===== src/rtl/tr_pkg.sv =====
// Shared constants and types for the tracking stepper controller.
package tr_pkg;
  localparam int unsigned CLK_HZ  = 50000000;
  localparam int          X_W     = 36;
  localparam int          N_W     = 17;
  localparam int          L_SHIFT = 4;

  typedef logic [N_W-1:0] period_t;
  typedef logic [31:0]    freq_t;
  typedef logic [X_W-1:0] sample_t;

  typedef enum logic [1:0] {S_IDLE, S_LOAD, S_DIV} div_st_e;
endpackage


===== src/rtl/tr_pulse_gen.sv =====
// Step pulse generator: shadow {en, period}, free-running period counter, 50% duty step.
module tr_pulse_gen
  import tr_pkg::*;
(
  input  logic    clk,
  input  logic    rst,
  input  logic    i_trig,
  input  logic    i_en,
  input  period_t i_period,
  output logic    o_step
);
  logic    r_sh_en, r_en;
  period_t r_sh_per, r_per, r_cnt;
  logic    w_run;

  assign w_run = r_en && (r_per >= period_t'(2));

  always_ff @(posedge clk or negedge rst) begin
    if (!rst) begin
      r_sh_en  <= 1'b0;
      r_sh_per <= '0;
      r_en     <= 1'b0;
      r_per    <= '0;
      r_cnt    <= '0;
    end else begin
      if (i_trig) begin
        r_sh_en  <= i_en;
        r_sh_per <= i_period;
      end
      // Active settings change only at a period boundary, so no runt pulses.
      if (!w_run || (r_cnt == r_per - 1'b1)) begin
        r_en  <= r_sh_en;
        r_per <= r_sh_per;
        r_cnt <= '0;
      end else begin
        r_cnt <= r_cnt + 1'b1;
      end
    end
  end

  assign o_step = w_run && (r_cnt < (r_per >> 1));
endmodule


===== src/rtl/tr_stepper_ctrl.sv =====
// Tracking regulator: error capture, frequency map, restoring period divider.
// Optional step position counter enabled by macro TR_STEP_COUNT_EN.
module tr_stepper_ctrl
  import tr_pkg::*;
(
  input  logic             clk,
  input  logic             rst,
  input  logic             data_valid,
  input  logic             tr_mode_enable,
  input  logic [X_W-1:0]   x,
  input  logic [31:0]      x0,
  input  logic [31:0]      dx1,
  input  logic [31:0]      dx2,
  input  logic [31:0]      F1,
  input  logic [31:0]      F2,
  input  logic [31:0]      k,
  input  logic             data_valid_trig,
  output logic             drv_dir,
  output logic             drv_enable_SM,
  output logic [N_W-1:0]   N,
  output logic             drv_step
`ifdef TR_STEP_COUNT_EN
  ,
  output logic signed [31:0] step_pos
`endif
);
  localparam logic [31:0] C_DVD  = 32'(CLK_HZ);
  localparam logic [31:0] C_REM0 = C_DVD >> N_W;

  div_st_e r_st, w_st_nxt;
  sample_t r_dx;
  logic    r_dir, r_en, r_ovf;
  freq_t   r_div;
  logic [31:0] r_rem;
  logic [4:0]  r_cnt;
  period_t r_q, r_n;

  logic    w_gt, w_ge;
  sample_t w_dx, w_dxd;
  logic [63:0] w_prod, w_lin;
  freq_t   w_f;
  logic [32:0] w_sh;
  logic [31:0] w_rem_nxt;
  period_t w_q_nxt;

  assign w_gt = x > sample_t'(x0);
  assign w_dx = w_gt ? (x - sample_t'(x0)) : (sample_t'(x0) - x);

  assign w_dxd  = r_dx - sample_t'(dx1);
  assign w_prod = 64'(w_dxd) * 64'(k);
  assign w_lin  = 64'(F1) + (w_prod >> L_SHIFT);
  assign w_f    = (r_dx >= sample_t'(dx2)) ? F2 :
                  (w_lin > 64'(F2))        ? F2 : w_lin[31:0];

  // One quotient bit per cycle; rem starts at the dividend bits above N_W.
  assign w_sh      = {r_rem, C_DVD[r_cnt]};
  assign w_ge      = w_sh >= {1'b0, r_div};
  assign w_rem_nxt = w_ge ? (w_sh[31:0] - r_div) : w_sh[31:0];
  assign w_q_nxt   = (r_q << 1) | period_t'(w_ge);

  always_comb begin
    w_st_nxt = r_st;
    case (r_st)
      S_IDLE:  if (data_valid) w_st_nxt = S_LOAD;
      S_LOAD:  w_st_nxt = S_DIV;
      S_DIV:   if (r_cnt == '0) w_st_nxt = S_IDLE;
      default: w_st_nxt = S_IDLE;
    endcase
  end

  always_ff @(posedge clk or negedge rst) begin
    if (!rst) r_st <= S_IDLE;
    else      r_st <= w_st_nxt;
  end

  always_ff @(posedge clk or negedge rst) begin
    if (!rst) begin
      r_dx  <= '0;
      r_dir <= 1'b0;
      r_en  <= 1'b0;
      r_ovf <= 1'b0;
      r_div <= '0;
      r_rem <= '0;
      r_cnt <= '0;
      r_q   <= '0;
      r_n   <= '0;
    end else begin
      if (r_st == S_IDLE && data_valid) begin
        r_dx  <= w_dx;
        r_dir <= w_gt;
      end
      if (r_st == S_LOAD) begin
        r_div <= w_f;
        r_ovf <= C_REM0 >= w_f;
        r_rem <= C_REM0;
        r_cnt <= 5'(N_W - 1);
        r_q   <= '0;
      end
      if (r_st == S_DIV) begin
        r_rem <= w_rem_nxt;
        r_q   <= w_q_nxt;
        r_cnt <= r_cnt - 1'b1;
        if (r_cnt == '0 && r_en) r_n <= r_ovf ? '1 : w_q_nxt;
      end
      if (!tr_mode_enable)     r_en <= 1'b0;
      else if (r_st == S_LOAD) r_en <= (r_dx >= sample_t'(dx1));
    end
  end

  assign drv_dir       = r_dir;
  assign drv_enable_SM = r_en;
  assign N             = r_n;

  tr_pulse_gen u_pgen (
    .clk      (clk),
    .rst      (rst),
    .i_trig   (data_valid_trig),
    .i_en     (r_en),
    .i_period (r_n),
    .o_step   (drv_step)
  );

`ifdef TR_STEP_COUNT_EN
  logic               r_step_d;
  logic signed [31:0] r_pos;

  always_ff @(posedge clk or negedge rst) begin
    if (!rst) begin
      r_step_d <= 1'b0;
      r_pos    <= '0;
    end else begin
      r_step_d <= drv_step;
      if (drv_step && !r_step_d) r_pos <= r_dir ? r_pos + 32'sd1 : r_pos - 32'sd1;
    end
  end

  assign step_pos = r_pos;
`endif
endmodule


===== config.mk =====
export PLATFORM = sky130hd
export DESIGN_NAME = tr_stepper_ctrl
export DESIGN_NICKNAME = d
export VERILOG_FILES = /design/src/rtl/tr_pkg.sv /design/src/rtl/tr_pulse_gen.sv /design/src/rtl/tr_stepper_ctrl.sv
export SDC_FILE = /design/constraint.sdc
export NUM_CORES = 2
export LEC_CHECK = 0
export BUFFER_PORTS_ARGS = -buffer_cell sky130_fd_sc_hd__buf_2
export CELL_PAD_IN_SITES_DETAIL_PLACEMENT = 1
export CELL_PAD_IN_SITES_GLOBAL_PLACEMENT = 2
export CORE_UTILIZATION = 41
export CTS_CLUSTER_DIAMETER = 40
export DETAILED_ROUTE_END_ITERATION = 16
export PLACE_DENSITY = 0.88
export SYNTH_ARGS = -nofsm -noshare
export SYNTH_HDL_FRONTEND = slang
export SYNTH_SLANG_ARGS = --single-unit

===== constraint.sdc =====
create_clock -name clk -period 17.8 [get_ports clk]
set_input_delay 2.67 -clock clk [delete_from_list [all_inputs] [get_ports clk]]
set_output_delay 2.67 -clock clk [all_outputs]
set_load 0.1 [all_outputs]

---- Yosys cells after proc, flatten, opt, wreduce, memory -nomap -nowiden ----
Memories as Yosys holds them, arrays and structs flattened.
Index checks and enable logic that the tools add are counted.
word-level totals
  register bits ........................... 196
  memory bits (read-only) ................. 32
  input port bits ......................... 233
  output and inout port bits .............. 20
  word-level logic and storage cells ...... 70
  memories ................................ 1
operators by class
  $add $sub $neg .......................... 8
  $mul .................................... 1
  order comparisons ....................... 9
  equality and inequality tests ........... 6
  muxes and demuxes ....................... 18
  bitwise gates (word level) .............. 1
  reductions and logical operators ........ 11
memory list
  name              words  width  rd ports  clocked after memory_dff  write ports  RTL line               source
  (name not given)  32     1      1         0                         0            tr_stepper_ctrl.sv:56  assign w_sh = {r_rem, C_DVD[r_cnt]};
operator list
  operator               count
  $mux 32                5
  $ge 36x32->1           2
  $sub 36x32->36         2
  $mul 36x32->64         1
  $add 32x60->61         1
  $gt 61x32->1           1
  $gt 36x32->1           1
  $mux 36                1
  $sub 32x36->36         1
  $mux 17                2
  $ge 33x32->1           1
  $ge 9x32->1 const A    1
  $mux 16                2
  $sub 32x32->32         1
  $add 17x1->17 const B  1
  $eq 17x17->1           1
  $ge 17x2->1 const B    1
  $lt 17x16->1           1
  $or 17x1->17           1
  $sub 17x1->17 const B  1
  $mux 5                 2
  $lt 5x6->1 const B     1
  $pmux 2 s3             1
  $logic_not 5->1        1
  other kinds (13)       21

---- Longest topological paths before layout ----
  depth in word-level cells ............... 7
  gate-level depth with buffers ........... 63
  depth with buffers taken out ............ 59

---- By module ----
Synthesis repeated with hierarchy kept, for this count alone.
second synthesis, totals
  cells, all modules ...................... 6846
  area total of the unflattened synthesis .. 58078.2 µm²
by module, submodules not included
  module           times used  cells an instance  area each (µm²)
  tr_stepper_ctrl  1           6553               54863.9
  tr_pulse_gen     1           293                3214.3

---- Worst setup path before layout ----
Ideal clock, no wire load.
  path kind ............................... input port to flip-flop
  start point ............................. in dx1[0]
  end point ............................... reg r_div[11]
  data arrival time ....................... 15.068 ns
  slack ................................... 2.592 ns
  cell stages on the path ................. 59
  path buffers ............................ 2
  path through ............................ ha_1 -> fa_1 -> nor2b_1 -> o21bai_1 -> nand3_1 -> a211oi_1 -> o311ai_0 -> a21oi_1 -> o21bai_1 -> a21oi_1 -> or2_2 -> nand2_1 -> xor2_1 -> clkbuf_1 -> and2_1 -> fa_1 -> inv_1 -> fa_1 -> (+23 left out) -> a21oi_1 -> xnor2_1 -> ha_1 -> nand4_1 -> nor2_1 -> nand2_1 -> nor3_1 -> a221oi_1 -> o211ai_1 -> a31oi_1 -> a21oi_1 -> a211o_1 -> and4b_1 -> o2111a_1 -> nand4_1 -> clkbuf_1 -> o211ai_1 -> o221ai_1
on the way
  word-level cells in the longest chain between the ends .. 6
RTL lines
  item                    RTL line               source
  start: declaration      tr_stepper_ctrl.sv:12  input logic [31:0] dx1,
  $sub 36x32->36 (*)      tr_stepper_ctrl.sv:49  assign w_dxd = r_dx - sample_t'(dx1);
  $mul 36x32->64 (*)      tr_stepper_ctrl.sv:50  assign w_prod = 64'(w_dxd) * 64'(k);
  $add 32x60->61 (*)      tr_stepper_ctrl.sv:51  assign w_lin = 64'(F1) + (w_prod >> L_SHIFT);
  $gt 61x32->1            tr_stepper_ctrl.sv:53  (w_lin > 64'(F2)) ? F2 : w_lin[31:0];
  $mux 32 (*)             tr_stepper_ctrl.sv:53
  $mux 32 (*)             tr_stepper_ctrl.sv:52  assign w_f = (r_dx >= sample_t'(dx2)) ? F2 :
  end signal: assignment  tr_stepper_ctrl.sv:93  r_div <= w_f;
  end: declaration        tr_stepper_ctrl.sv:33  freq_t r_div;
Mark *: on every way between the ends. The rest lies on a longest branch, timed or not.
A chain may end at the register's enable or synchronous reset.

---- Worst setup path after layout ----
  start point ............................. in dx1[0]
  end point ............................... reg r_div[1]
The elaborated chain is that of the path after synthesis.

==> load_flow_metrics.sql <==
INSERT INTO impl_metrics (metric_group, metric, value, unit) VALUES
('synth', 'yosys.area_share.xor_xnor', '3.42', '%'),
('global_routing', 'groute.layer.met3.usage', '2.38', '%'),
('timing', 'worst-slew-pin-transition', '1200', 'ps'),
('timing', 'part_of_the_cycle_the_worst_path_needs', '94.4', '%'),
('critical_path', 'worst_r2r_path_depth', '60', ''),
('critical_path', 'ff2ff_setup_slack', '2870', 'ps'),
('cells_and_area', 'area_added_between_synthesis_and_finish', '6.63', '%'),
('synth', 'synthesis.nets', '8457', ''),
('global_routing', 'grt_util_all_layers', '27.3', '%'),
('critical_path', 'timing.critical_path.slowest_stage_cell', 'sky130_fd_sc_hd__fa_1', ''),
('synth', 'post-synth-top-area-fraction', '35.5', '%'),
('clock_network', 'cts_num_sinks', '196', ''),
('drt', 'route.detailed.wl_per_inst', '22.1', 'um'),
('clock_network', 'cts-root-to-sink-buffers', '2', ''),
('critical_path', 'critical_path_arrival', '17180', 'ps'),
('floorplan', 'placement_rows', '136', ''),
('floorplan', 'die-area', '141000', 'um^2'),
('global_routing', 'largest_net_degree_at_the_start_of_global_routing', '78', ''),
('critical_path', 'critical_path_peak_fanout', '32', ''),
('clock_network', 'clkSlewWorstSetupHoldPaths', '90', 'ps'),
('critical_path', 'cp_slowest_stage_delay', '600', 'ps'),
('drt', 'router_iterations_before_antenna_repair', '5', ''),
('global_routing', 'initial_antenna_violation_count', '11', ''),
('timing', 'period_minus_slack', '16810', 'ps'),
('synth', 'leading_area_contributor_after_synthesis', 'sky130_fd_sc_hd__fa_1', ''),
('clock_network', 'number_of_h_tree_levels', '4', ''),
('placement', 'io_buffers', '252', ''),
('flow_run', 'total_of_max_cap_violations', '0', ''),
('drt', 'via_per_inst', '5.46', ''),
('timing', 'fmaxAchievable', '59.5', 'MHz'),
('hold_path', 'worstHoldPathCells', '1', ''),
('floorplan', 'start_util', '41.5', '%'),
('synth', 'asyncSetResetFlopFracSynth', '100', '%'),
('synth', 'synth.cell_area', '57300', 'um^2'),
('floorplan', 'ioPinCount', '253', ''),
('timing', 'hold_viol_final', '0', ''),
('status', 'status', 'finished clean', ''),
('timing', 'finClkSkew', '17.4', 'ps'),
('clock_network', 'cts_tree', 'done', ''),
('synth', 'synthDistinctLibCells', '100', ''),
('clock_network', 'tritoncts.num_buffers', '17', ''),
('floorplan', 'total_core_area', '138000', 'um^2'),
('global_routing', 'groute.layer.met1.usage', '35.4', '%'),
('synth', 'synth_flop_cell', 'sky130_fd_sc_hd__dfrtp_1', ''),
('drt', 'vias_post_dr', '46900', ''),
('synth', 'syn_area_per_cell', '8.52', 'um^2'),
('timing', 'timing.setup.tns', '0', 'ps'),
('synth', 'synth_adder_area_share', '46.1', '%'),
('drt', 'antenna_left', '0', ''),
('timing', 'grt_setup_unrepaired', 'no', ''),
('critical_path', 'cp_common_cell', 'sky130_fd_sc_hd__fa_1', ''),
('synth', 'yosys_warnings', '0', ''),
('critical_path', 'worstPathRequired', '18170', 'ps'),
('clock_network', 'postCtsHoldBufs', '0', ''),
('drt', 'remaining_drc_errors', '0', ''),
('drt', 'detailedRoute.firstIterationViolations', '2628', ''),
('critical_path', 'worstSetupStartpointType', 'input port', ''),
('placement', 'gp_congestion', '0.915', ''),
('synth', 'postSynthCellCount', '6722', ''),
('synth', 'synth-edff-count', '0', ''),
('synth', 'synth_compound_gate_area_share', '11.5', '%'),
('synth', 'synth_area_leaders', 'sky130_fd_sc_hd__fa_1, sky130_fd_sc_hd__ha_1, sky130_fd_sc_hd__dfrtp_1, sky130_fd_sc_hd__inv_1, sky130_fd_sc_hd__and2_1', ''),
('clock_network', 'postCtsResizedCells', '0', ''),
('drt', 'finalWirelength', '190000', 'um'),
('clock_network', 'worstSkewPairLatency', '460', 'ps'),
('synth', 'synth-seq-area-share', '8.57', '%'),
('timing', 'drv_slew', '0', ''),
('synth', 'synth_mux_area_share', '1.67', '%'),
('critical_path', 'timing_worst_setup_path_type', 'in -> reg', ''),
('cells_and_area', 'final.fill_count', '16400', ''),
('critical_path', 'critical_path.reg2reg.endpoint', 'r_div[1]', '');
## routing by layer
metal / up-vias / share of wire [%]
met1: 24500 / 43
met4: 2 / 3.4
li1: 21100 / -
met5: - / 0.0068
met2: 1071 / 50
met3: 301 / 3.7
## logic make-up (layout without fill, tap and decap cells)
kind of cell | Yosys count | in the layout
and+or+nand+nor | 2056 | 2056
buffers and inverters | 1625 | 1638
adders and majority gates | 1502 | 1502
AOI/OAI and AO/OA | 1032 | 1032
xor gates and xnor gates | 221 | 221
DFF | 196 | 196
muxes | 90 | 90
other | 0 | 4
## stage by stage
step | cell area (um^2) | worst slack, ps | utilization [%] | instances | hold slack, ps
detailed placement | 60400 | 268 | 43.8 | 8566 | 451
finish | 61100 | 989 | 44.2 | 8602 | 469
CTS | 61000 | 710 | 44.2 | 8598 | 470
global placement | 60400 | 514 | 43.8 | 8566 | 444
floorplan | 57300 | 2590 | - | 6722 | 435
global route | 61100 | 62.8 | 44.2 | 8602 | 485
## layout make-up
class | count | area (um^2) | share of cell area, %
well taps | 1863 | 2330 | 3.82
flip-flops and latches | 196 | 4900 | 8.03
multi-input cells | 4901 | 46600 | 76.3
inverters | 1287 | 4830 | 7.91
diodes | 4 | 10.0 | 0.0164
clock buffers | 18 | 439 | 0.719
repair buffers | 319 | 1780 | 2.92
clock inverters | 14 | 193 | 0.316
## cells in the final DEF (no fill, tap or decap), types with 22 or more instances in the layout
| cell type | netlist | routed |
|---|---|---|
| sky130_fd_sc_hd__nand2_1 | 777 | 776 |
| sky130_fd_sc_hd__fa_1 | 1016 | 1016 |
| sky130_fd_sc_hd__nand3_1 | 107 | 107 |
| sky130_fd_sc_hd__o21bai_1 | 49 | 49 |
| sky130_fd_sc_hd__and3_1 | 29 | 29 |
| sky130_fd_sc_hd__nor4_1 | 22 | 22 |
| sky130_fd_sc_hd__and2_1 | 548 | 548 |
| sky130_fd_sc_hd__a21o_1 | 111 | 111 |
| sky130_fd_sc_hd__xnor2_1 | 138 | 122 |
| sky130_fd_sc_hd__inv_1 | 1285 | 1285 |
| sky130_fd_sc_hd__a21oi_1 | 289 | 286 |
| sky130_fd_sc_hd__ha_1 | 486 | 485 |
| sky130_fd_sc_hd__o21a_1 | 36 | 35 |
| sky130_fd_sc_hd__dfrtp_1 | 196 | 196 |
| sky130_fd_sc_hd__xor2_1 | 81 | 67 |
| sky130_fd_sc_hd__a31oi_1 | 68 | 67 |
| sky130_fd_sc_hd__o211ai_1 | 23 | 23 |
| sky130_fd_sc_hd__nand4_1 | 66 | 66 |
| sky130_fd_sc_hd__buf_2 | 11 | 251 |
| sky130_fd_sc_hd__buf_4 | 2 | 65 |
| sky130_fd_sc_hd__nor3_1 | 62 | 62 |
| sky130_fd_sc_hd__mux2i_1 | 44 | 44 |
| sky130_fd_sc_hd__o21ai_0 | 248 | 248 |
| sky130_fd_sc_hd__o2bb2ai_1 | 23 | 23 |
| sky130_fd_sc_hd__nand2b_1 | 63 | 63 |
| sky130_fd_sc_hd__mux2_2 | 46 | 46 |
| sky130_fd_sc_hd__nor2_1 | 225 | 223 |
| sky130_fd_sc_hd__nor2b_1 | 77 | 77 |
## worst max-delay path, delay by kind of cell
| family | cells | cell delay (ps) |
|---|---|---|
| compound gates | 22 | 4380 |
| xor+xnor | 3 | 510 |
| fa+ha+maj | 13 | 5740 |
| buf+inv | 5 | 760 |
| simple gates | 17 | 3050 |
## state kept, by name, indices dropped and copies added (netlist names), 2 cells and up
name	flops
r_st	2
r_q	16
r_dx	36
u_pgen.r_cnt	17
u_pgen.r_per	17
r_cnt	5
N	17
r_rem	32
r_div	32
u_pgen.r_sh_per	17
## worst max-delay path by stage
stage	start	to	slack (ps)	cells after the start
after floorplan	dx1[0]	r_div[11]	2590	59
after global placement	dx1[0]	r_div[9]	510	50
after detailed placement	dx1[5]	r_div[1]	270	60
after CTS	dx1[5]	r_div[1]	710	60
after global routing	dx1[0]	r_div[3]	60	60
final	dx1[0]	r_div[1]	990	60
## Yosys cell counts, drive strengths merged, types with 29 or more instances
cell,count
inv,1286
fa,1016
nand2,777
and2,548
ha,486
clkbuf,313
a21oi,292
o21ai,260
nor2,225
dfrtp,196
xnor2,139
a21o,111
nand3,108
xor2,81
nor2b,77
a31oi,68
nand4,66
nand2b,63
nor3,62
o21bai,49
mux2,46
mux2i,44
o21a,36
and3,29
Power is not shown: default switching activity piles up to over one toggle a cycle in this logic, so the estimate is an artifact.
